File: src/rtl/bus_arbiter_if.sv
// Request/grant/data bundle between the requesters and the bus arbiter.
// slave: arbiter side (takes req/data_in, drives grant/sel/data_out/flags).
// master: requester side (drives req/data_in, observes grant and bus).
interface bus_arbiter_if #(
    parameter int NUM_REQ = 4,
    parameter int WIDTH   = 16
);
    localparam int SW = (NUM_REQ > 1) ? $clog2(NUM_REQ) : 1;

    logic [NUM_REQ-1:0]       req;
    logic [NUM_REQ*WIDTH-1:0] data_in;
    logic [NUM_REQ-1:0]       grant;
    logic [SW-1:0]            sel;
    logic [WIDTH-1:0]         data_out;
    logic                     data_valid;
    logic                     busy;
    logic                     timeout;

    modport slave (
        input  req, data_in,
        output grant, sel, data_out, data_valid, busy, timeout
    );

    modport master (
        output req, data_in,
        input  grant, sel, data_out, data_valid, busy, timeout
    );
endinterface

File: src/rtl/bus_arbiter.sv
// Round-robin arbiter/sequencer for a shared mux-array datapath.
// Ports: clk, reset (sync, active-high), bus (bus_arbiter_if.slave):
//   req/data_in in; grant (one-hot), sel, data_out, data_valid, busy,
//   timeout out. Optional macro ARB_TIMEOUT_EN enables the MAX_HOLD
//   forced revoke; without it grants are held indefinitely.
module bus_arbiter #(
    parameter int NUM_REQ  = 4,
    parameter int WIDTH    = 16,
    parameter int MAX_HOLD = 15
) (
    input  logic         clk,
    input  logic         reset,
    bus_arbiter_if.slave bus
);
    localparam int SW = (NUM_REQ > 1) ? $clog2(NUM_REQ) : 1;

    typedef enum logic {
        IDLE,
        GRANT
    } state_t;

    state_t             state, state_nx;
    logic [NUM_REQ-1:0] grant_q, grant_nx;
    logic [SW-1:0]      sel_q, sel_nx;
    logic [SW-1:0]      last_q, last_nx;
    logic [SW-1:0]      win_idx;
    logic [SW-1:0]      cand;
    logic               win_found;
    logic [WIDTH-1:0]   dout_q;
    logic               valid_q;
    logic               revoke;
    logic               timeout_q;

    // First requester after last_owner, wrapping; last_owner itself is
    // checked last so a re-raising owner gets lowest priority.
    always_comb begin
        win_idx   = last_q;
        win_found = 1'b0;
        cand      = '0;
        for (int i = 1; i <= NUM_REQ; i++) begin
            cand = SW'((int'(last_q) + i) % NUM_REQ);
            if (!win_found && bus.req[cand]) begin
                win_found = 1'b1;
                win_idx   = cand;
            end
        end
    end

`ifdef ARB_TIMEOUT_EN
    localparam int HW = $clog2(MAX_HOLD + 1);

    logic [HW-1:0] hold_cnt;

    assign revoke = (state == GRANT) && bus.req[sel_q] &&
                    (hold_cnt == HW'(MAX_HOLD - 1));

    // Restarts on any grant change, so a handover gets a full window.
    always_ff @(posedge clk) begin
        if (reset) begin
            hold_cnt <= '0;
        end else if (state_nx != GRANT || grant_nx != grant_q) begin
            hold_cnt <= '0;
        end else if (hold_cnt != HW'(MAX_HOLD)) begin
            hold_cnt <= hold_cnt + HW'(1);
        end
    end
`else
    assign revoke = 1'b0;
`endif

    always_comb begin
        state_nx = state;
        grant_nx = grant_q;
        sel_nx   = sel_q;
        last_nx  = last_q;
        unique case (state)
            IDLE: begin
                if (win_found) begin
                    grant_nx = NUM_REQ'(1) << win_idx;
                    sel_nx   = win_idx;
                    last_nx  = win_idx;
                    state_nx = GRANT;
                end
            end
            GRANT: begin
                if (!bus.req[sel_q]) begin
                    // Direct handover avoids an idle bubble.
                    if (win_found) begin
                        grant_nx = NUM_REQ'(1) << win_idx;
                        sel_nx   = win_idx;
                        last_nx  = win_idx;
                    end else begin
                        grant_nx = '0;
                        state_nx = IDLE;
                    end
                end else if (revoke) begin
                    grant_nx = '0;
                    state_nx = IDLE;
                end
            end
        endcase
    end

    always_ff @(posedge clk) begin
        if (reset) begin
            state     <= IDLE;
            grant_q   <= '0;
            sel_q     <= '0;
            last_q    <= SW'(NUM_REQ - 1);
            dout_q    <= '0;
            valid_q   <= 1'b0;
            timeout_q <= 1'b0;
        end else begin
            state     <= state_nx;
            grant_q   <= grant_nx;
            sel_q     <= sel_nx;
            last_q    <= last_nx;
            valid_q   <= |grant_q;
            timeout_q <= revoke;
            if (state == GRANT) begin
                dout_q <= bus.data_in[int'(sel_q)*WIDTH +: WIDTH];
            end
        end
    end

    assign bus.grant      = grant_q;
    assign bus.sel        = sel_q;
    assign bus.data_out   = dout_q;
    assign bus.data_valid = valid_q;
    assign bus.busy       = |grant_q;
    assign bus.timeout    = timeout_q;
endmodule

File: src/flat_wrapper.sv
// flat-port wrapper written by rule: the top's interface ports become plain ports
module bus_arbiter_flat 
#(
    parameter int NUM_REQ  = 4,
    parameter int WIDTH    = 16,
    parameter int MAX_HOLD = 15
)
  (clk, reset, bus_req, bus_data_in, bus_grant, bus_sel, bus_data_out, bus_data_valid, bus_busy, bus_timeout);
  bus_arbiter_if #(.NUM_REQ(NUM_REQ), .WIDTH(WIDTH)) bus_i ();
  input  logic clk;
  input  logic reset;
  input wire logic [$bits(bus_i.req)-1:0] bus_req;
  input wire logic [$bits(bus_i.data_in)-1:0] bus_data_in;
  output wire logic [$bits(bus_i.grant)-1:0] bus_grant;
  output wire logic [$bits(bus_i.sel)-1:0] bus_sel;
  output wire logic [$bits(bus_i.data_out)-1:0] bus_data_out;
  output wire logic [$bits(bus_i.data_valid)-1:0] bus_data_valid;
  output wire logic [$bits(bus_i.busy)-1:0] bus_busy;
  output wire logic [$bits(bus_i.timeout)-1:0] bus_timeout;
  assign bus_i.req = bus_req;
  assign bus_i.data_in = bus_data_in;
  assign bus_grant = bus_i.grant;
  assign bus_sel = bus_i.sel;
  assign bus_data_out = bus_i.data_out;
  assign bus_data_valid = bus_i.data_valid;
  assign bus_busy = bus_i.busy;
  assign bus_timeout = bus_i.timeout;
  bus_arbiter #(.NUM_REQ(NUM_REQ), .WIDTH(WIDTH), .MAX_HOLD(MAX_HOLD)) u_core (.clk(clk), .reset(reset), .bus(bus_i));
endmodule
File: config.mk
export PLATFORM = sky130hd
export DESIGN_NAME = bus_arbiter_flat
export DESIGN_NICKNAME = d
export VERILOG_FILES = /design/src/rtl/bus_arbiter_if.sv /design/src/rtl/bus_arbiter.sv /design/src/flat_wrapper.sv
export SDC_FILE = /design/constraint.sdc
export NUM_CORES = 1
export LEC_CHECK = 0
export CORE_ASPECT_RATIO = 1.25
export CORE_MARGIN = 4
export CORE_UTILIZATION = 40
export DETAILED_ROUTE_END_ITERATION = 6
export GPL_TIMING_DRIVEN = 0
export PLACE_DENSITY = 0.86
export SETUP_SLACK_MARGIN = 0.3
export SLEW_MARGIN = 10
export SYNTH_ARGS = -nofsm -noshare
export SYNTH_HDL_FRONTEND = slang
export SYNTH_SLANG_ARGS = --single-unit
File: constraint.sdc
create_clock -name clk -period 5 [get_ports clk]
set_clock_uncertainty 0.15 [all_clocks]
set_input_delay 0.5 -clock clk [delete_from_list [all_inputs] [get_ports clk]]
set_output_delay 0.5 -clock clk [all_outputs]
set_load 0.02 [all_outputs]
Word level (Yosys, flattened, before mapping)
Index checks and enable logic that the tools add are counted.
{"block": "classes", "add_sub_neg": 4, "multipliers": 0, "div_mod_pow": 0, "order_cmp": 5, "n_eq_ne": 2, "n_shift": 2, "n_mux": 31, "n_bitwise": 1, "n_reduce_logical": 8}
{"op": "variable part select 64 x 7 -> 16 bit", "n": 1}
{"op": "2-to-1 mux 2 bit", "n": 8}
{"op": "< comparator 2 x 3 -> 1 bit, second input constant", "n": 5}
{"op": "2-to-1 mux 4 bit", "n": 3}
{"op": "2-to-1 mux 1 bit", "n": 11}
{"op": "binary-select mux 1 bit (select 2 bit)", "n": 5}
{"op": "case mux 2 bit (2 select lines)", "n": 2}
{"op": "case mux 4 bit (2 select lines)", "n": 1}
{"op": "adder 2 x 1 -> 2 bit, second input constant", "n": 2}
{"op": "adder 2 bit, second input constant", "n": 2}
{"op": "OR reduction 4 bit", "n": 1}
{"op": "left shift 1 x 2 -> 4 bit, first input constant", "n": 1}
{"op": "logical AND 1 bit", "n": 3}
{"op": "zero test 1 bit", "n": 3}
{"op": "inequality test 2 x 1 -> 1 bit, second input constant", "n": 1}
{"op": "inequality test 2 bit, second input constant", "n": 1}
{"op": "case mux 1 bit (2 select lines)", "n": 1}
{"op": "AND reduction 2 bit", "n": 1}
{"op": "NOT 1 bit", "n": 1}
{"block": "totals", "reg_bits": 26, "latch_bits": 0, "ram_bits": 0, "mem_bits_ro": 0, "word_cells": 59, "n_memories": 0}

Longest topological paths before layout
Gate-level depths: netlist of run 1.
{"block": "depth", "word_depth": 17, "ltp_mapped": 5, "mapped_depth_nobuf": 4}

Worst setup path before layout of run 1
No wires, ideal clock.
{"block": "synth_path", "kind": "register to register", "start": "register u_core.sel_q[0], in the netlist u_core.bus.sel[0]", "end": "register u_core.dout_q[10], in the netlist u_core.bus.data_out[10]", "setup_ns": 0.128, "t_arrival_ns": 1.485, "required_time_ns": 4.722, "path_slack_ns": 3.238, "path_stages_with_launch": 6, "n_path_buf": 2, "period_less_slack_ns": 1.762, "cell_sequence": "dfxtp_1 -> buf_6 -> buf_12 -> mux4_1 -> mux2i_1 -> nor2_1"}
{"block": "synth_between", "elab_chain_len": 1}
{"element": "start: declaration", "line": "bus_arbiter.sv:24", "text": "logic [SW-1:0] sel_q, sel_nx;"}
{"element": "start signal: assignment", "line": "bus_arbiter.sv:116", "text": "sel_q <= sel_nx;"}
{"element": "variable part select 64 x 7 -> 16 bit", "line": "bus_arbiter.sv:121", "text": "dout_q <= bus.data_in[int'(sel_q)*WIDTH +: WIDTH];"}
{"element": "end signal: assignment", "line": "bus_arbiter.sv:121"}
{"element": "end: declaration", "line": "bus_arbiter.sv:29", "text": "logic [WIDTH-1:0] dout_q;"}
No other way between the ends.
A chain may end at the register's enable or synchronous reset.

Worst setup path after layout of run 1
{"block": "layout_path", "start": "register u_core.grant_q[3], in the netlist u_core.bus.grant[3]", "end": "output port bus_busy"}
{"block": "layout_between", "elab_chain_len": 1}
{"element": "start: declaration", "line": "bus_arbiter.sv:23", "text": "logic [NUM_REQ-1:0] grant_q, grant_nx;"}
{"element": "start signal: assignment", "line": "bus_arbiter.sv:115", "text": "grant_q <= grant_nx;"}
{"element": "OR reduction 4 bit", "line": "bus_arbiter.sv:130", "text": "assign bus.busy = |grant_q;"}
{"element": "end: declaration", "line": "flat_wrapper.sv:18", "text": "output wire logic [$bits(bus_i.busy)-1:0] bus_busy;"}
No other way between the ends.

==> qor.csv, run 1 <==
metric,value,unit
r2r setup slk,3.23,ns
detailed-route via count,1397,
"EDFF count, synth",0,
max_slew headroom,0.6363,
ys async rst share,0,
DR DRC count,0,
nets,294,
most frequent cells in the layout,"clkdlybuf4s50_1, dfxtp_1, nor2_1",
met3 GRT Util,0.03329,
Max-cap violations,0,
Initial Util,0.4113,
Yosys reg bits,26,
"antenna viol nets, final",0,
Post-DP Area,2525,µm²
Cells after Synth,126,
Post-CTS Hold Fix Bufs,0,
global-route wire length before repair,7.162,mm
"most common cell after layout, fill and taps aside",clkdlybuf4s50_1,
clk root buf,clkbuf_8,
core area,3754,µm²
initial antenna violation count,0,
Total Wirelength,4.383,mm
Post CTS Setup Buffer Count,0,
Synth cell types,36,
Vias/cell,5.312,
DP HPWL,3.695,mm
I/O Pins,95,
startpoint types,flip-flop,
DRT iter0 DRCs,36,
crit path max fanout,3,
required time worst endpoint,4.35,ns
largest cells by area after synthesis,"dfxtp_1, mux4_2, mux2i_1, mux4_1, nor2_1",
"Seq/Total Area, Yosys",0.3371,
Pleak,0.0009882,µW
pin count of the biggest net entering global routing,15,
Die Y,77.46,µm
vias in the first global route,1522,
total track usage,0.1863,
grt ovf,0,
Achievable Freq,428.3,MHz
final setup fails,0,
die area,4924,µm²
Max Transition Viols Final,0,
Hold WC Path Type,reg -> reg,
drt first pass iters,4,
outcome,finished clean,
# H-tree levels,1,
final instance area,2580,µm²
RSZ-0062 raised after global routing,false,
post-synth top area share,0.3371,
Most used DFF post-synth,dfxtp_1,
FP Rows,25,
area grow syn2layout,67.10,%
Setup TNS,0,ns
GR Util met1,0.2005,
Yosys warning count,0,
clk slew on worst S/H paths,0.08,ns
PostCTS Resize Cnt,0,
Placer Congestion,0.8041,
Synth area leader,dfxtp_1,
PwrDens,272.6,nW/µm²
critical path endpoint category,output pin,
syn nets,196,
share of cells above drive strength 1,0.1435,
Longest Clk Path Bufs,2,
Peak VDD IR,0.1616,mV
Final Hold Viols,0,
actual slew at the worst max-slew pin,0.5406,ns
Post-Syn Area,1544,µm²
crit path time final,2.335,ns
Layout Utilization,0.6873,
CTS tree,yes,
Worst EP arrival,1.69,ns
die width,63.57,µm
gr busiest metal,met2,
critical path class,reg -> out,
cts bufs inserted,3,
post-DR wirelength/cell,16.67,µm
CTS Sinks,26,
M2 GR Usage,0.3563,
worst skew pair latency,0.26,ns
fin crit share,0.4670,
Port Buffer Count,93,
Post-Syn Area per Cell,12.25,µm²
antenna fix cells,0,
-- path summary, 6_finish.rpt --
path                       startpoint                 endpoint  cells after the start
setup / recovery  u_core.bus.grant[3]                 bus_busy                      2
hold / removal    u_core.bus.grant[2]      u_core.bus.grant[2]                      1
setup reg to reg    u_core.bus.sel[0]  u_core.bus.data_out[11]                      5
hold reg to reg   u_core.bus.grant[2]      u_core.bus.grant[2]                      1
-- metrics by stage --
| step | power [µW] | hold WS, ns | worst slack [ns] | std cells |
|---|---|---|---|---|
| final | 703.2 | 0.3392 | 2.665 | 263 |
| after global routing | 741.3 | 0.3645 | 2.612 | 263 |
| after CTS | 710.2 | 0.3495 | 2.656 | 263 |
| after detailed placement | 579.8 | 0.3292 | 2.743 | 259 |
| after global placement | 572.2 | 0.3208 | 2.769 | 259 |
| after floorplan | 440.9 | 0.3377 | 3.238 | 126 |
-- logic make-up (layout without fill, tap and decap cells) --
family / Yosys count / in the layout / share of synthesized area
flip-flops: 26 / 26 / 0.3371
other: 1 / 1 / 0.002429
AO/OA/AOI/OAI: 18 / 18 / 0.09887
multiplexers: 34 / 34 / 0.3647
buffers and inverters: 11 / 108 / 0.05996
AND/OR/NAND/NOR: 36 / 36 / 0.1370
-- routing by layer --
metal	vias up	part of all wire
met5	-	0
met4	0	0.013
met3	2	0.059
met2	49	0.54
met1	666	0.38
li1	680	-
-- synth_stat cells, drive strengths merged, types with 2 or more instances --
cell,number
o211ai,3
buf,7
dfxtp,26
mux4,16
o21a,3
nor3,3
inv,2
nor2,20
a32o,4
or2b,3
a21oi,3
clkbuf,2
or4,2
mux2i,18
nand2b,2
o21ai,3
-- final cells by class --
type | instances | area, µm²
well taps | 40 | 50.05
inverters | 2 | 7.507
multi-input cells | 89 | 930.9
repair buffers | 93 | 930.9
flip-flops and latches | 26 | 520.5
fillers | 290 | 1174
clock buffers | 4 | 55.05
plain buffers | 9 | 85.08
-- power by group --
| group | switching, µW | internal, µW | total [µW] |
|---|---|---|---|
| registers | 15.8 | 235 | 250 |
| clock network | 61.7 | 70.2 | 132 |
| logic | 133 | 188 | 321 |
-- sequential cells by signal, summed over array words and instances (netlist names) --
name and flops:
u_core.bus.data_out 16, u_core.bus.data_valid 1, u_core.bus.grant 4, u_core.bus.sel 2, u_core.last_q 2, u_core.state 1
-- worst max-delay path: stages (launching register included) --
cell and delay, ns:
dfxtp_1 0.32, or4_1 0.54, clkdlybuf4s50_1 0.56
Note: power is estimated with default switching activity, not from simulation.
==> inputs of run 2 (changes only) <==
Settings changed: CORE_UTILIZATION 40 to 37, PLACE_DENSITY 0.86 to 0.8.
Clock period 5 ns to 2.4 ns, I/O delays scaled along.
==> run 2 against run 1 <==
  * Setup slack worse by 2.1 ns
  * Global-route usage down 1.1 points
  * Clock power rose to 2.7 times the previous value
  * Total power up 120%
  * Sequential share of layout area down 0.30 points
  * Hold slack better by 0.0081 ns
  * Cell count up 6.1%
  * Largest cell class unchanged
  * Non-clock buffer count unchanged
==> qor.csv, run 2 (same netlist as run 1, synthesis figures left out) <==
metric,value,unit,change
outcome,finished clean,,
Flop pwr share,0.339,,-0.017
Achievable Freq,554.7,MHz,
pin count of the biggest net entering global routing,16,,+1
Die Y,80.23,µm,+3.6%
detailed-route via count,1427,,+2.1%
reg2reg path depth,5,,unchanged
Comb power frac,0.433,,-0.023
DR DRC count,0,,unchanged
r2r setup slk,0.60,ns,-2.63 ns
Final Hold Viols,0,,unchanged
PwrDens,591.0,nW/µm²,+120%
Hold WC Path Type,reg -> reg,,
die area,5277,µm²,+7.2%
fin crit share,0.7511,,
Clock power frac,0.228,,+0.040
core area,4066,µm²,+8.3%
worst skew pair latency,0.26,ns,about the same
Hold Crit Endpoint,u_core.bus.data_out[7],,
Max-cap violations,0,,unchanged
P_int,1102,µW,+120%
area grow syn2layout,69.61,%,
CTS tree,yes,,
most frequent cells in the layout,"clkdlybuf4s50_1, dfxtp_1, nor2_1",,
Crit-path slowest cell,mux4_2,,
Worst Path Buf+Inv,2,,+1
drt first pass iters,5,,+1
Setup TNS,0,ns,unchanged
critical-path cell list,"buf_6, buf_12, mux4_2, mux2i_1, nor2_1",,
Initial Util,0.3797,,-0.03164
Fillers,339,,+17%
vias in the first global route,1517,,-0.33%
max_slew headroom,0.5659,,-0.07042
Port Buffer Count,93,,unchanged
cts bufs inserted,3,,unchanged
"antenna viol nets, final",0,,unchanged
Pleak,0.001007,µW,+1.9%
Largest register FFs,16,,unchanged
initial antenna violation count,0,,unchanged
crit path time final,1.803,ns,
# H-tree levels,1,,unchanged
FP Rows,26,,+4.0%
Reg-to-Reg Start,u_core.bus.sel[0],,
"Largest stage delay, worst path",0.50,ns,-0.06 ns
required time worst endpoint,2.39,ns,-1.96 ns
actual slew at the worst max-slew pin,0.6453,ns,+0.1047 ns
nets,294,,unchanged
Post CTS Setup Buffer Count,0,,unchanged
grt ovf,0,,unchanged
hold_sp,u_core.bus.data_out[7],,
"most common cell after layout, fill and taps aside",clkdlybuf4s50_1,,
Total Wirelength,4.732,mm,+8.0%
critical path's top delay family,multiplexers,,
crit path max fanout,10,,+7
Placer Congestion,0.7981,,-0.75%
I/O Pins,95,,unchanged
final setup fails,0,,unchanged
DRT iter0 DRCs,74,,+110%
WHS Path Cells,2,,+1
CTS Sinks,26,,unchanged
post-DR wirelength/cell,16.96,µm,+1.8%
Peak VDD IR,0.3670,mV,+130%
clk slew on worst S/H paths,0.09,ns,about the same
Sw Share,0.2882,,-0.01105
Vias/cell,5.115,,-3.7%
Worst EP arrival,1.79,ns,+0.10 ns
Final WS setup,0.5973,ns,-2.068 ns
share of cells above drive strength 1,0.1435,,unchanged
Post-DP Area,2545,µm²,+0.79%
die width,65.78,µm,+3.5%
DP HPWL,3.864,mm,+4.6%
Post-Place Worst Slack,0.3421,ns,-2.401 ns
dpl cells,275,,+6.2%
Max Transition Viols Final,0,,unchanged
Net Sw Power,446.0,µW,+110%
Layout Utilization,0.6440,,-0.04333
"non-filler cells, final",279,,+6.1%
antenna fix cells,0,,unchanged
critical path class,reg -> reg,,
worst r2r dst,u_core.bus.data_out[0],,
total track usage,0.1757,,-0.01057
Longest Clk Path Bufs,2,,unchanged
startpoint types,flip-flop,,
clk root buf,clkbuf_8,,
critical path endpoint category,flip-flop,,
global-route wire length before repair,7.210,mm,+0.67%
final instance area,2619,µm²,+1.5%
RSZ-0062 raised after global routing,false,,
run 2: final cells by class:
type | count | area [µm²] | share of cell area
timing repair buffer | 93 | 933.4 | 0.3564
multi-input combinational | 89 | 930.9 | 0.3555
sequential | 26 | 520.5 | 0.1988
buffer | 9 | 85.08 | 0.03249
tap | 56 | 70.07 | 0.02676
clock buffer | 3 | 41.29 | 0.01577
clock inverter | 1 | 30.03 | 0.01147
inverter | 2 | 7.507 | 0.002867
run 2: how the worst max path moves through the flow:
stage	startpoint	end	slack (ns)	cells past startpoint
2_1_floorplan	u_core.bus.sel[0]	u_core.bus.data_out[10]	0.64	5
3_3_place_gp	reset	u_core.state	0.39	4
3_5_place_dp	bus_req[0]	u_core.bus.grant[1]	0.34	4
4_1_cts	u_core.bus.grant[3]	bus_busy	0.30	2
5_1_grt	u_core.bus.sel[0]	u_core.bus.data_out[12]	0.53	5
6_report	u_core.bus.sel[0]	u_core.bus.data_out[0]	0.60	5
run 2: power groups by stage:
stage	Combinational [µW]	Sequential, µW	Clock (µW)
floorplan	328	591	0
detailed placement	675	533	0
global route	713	532	385
global placement	664	530	0
finish	670	525	353
CTS	678	525	363
run 2: stage by stage:
step / hold WS (ns) / power, µW
floorplan: 0.2153 / 918.6
global route: 0.3892 / 1631
detailed placement: 0.3304 / 1209
global placement: 0.3226 / 1195
CTS: 0.3532 / 1567
finish: 0.3473 / 1548
run 2: per-layer routing:
| metal | vias up | share of wire | global-route usage |
|---|---|---|---|
| li1 | 681 | - | - |
| met4 | 0 | 0.011 | 0.02075 |
| met2 | 67 | 0.53 | 0.3450 |
| met5 | - | 0 | 0 |
| met1 | 667 | 0.36 | 0.1870 |
| met3 | 12 | 0.091 | 0.04755 |
run 2: what timing repair did:
item / in CTS / in global routing
setup endpoints to repair: 0 / 1
resized for setup: 0 / 1
hold buffers: 0 / 0
run 2: worst min-delay path: stages (launching register included):
cell and delay (ns):
dfxtp_1 0.33, mux2i_1 0.06, nor2_1 0.07
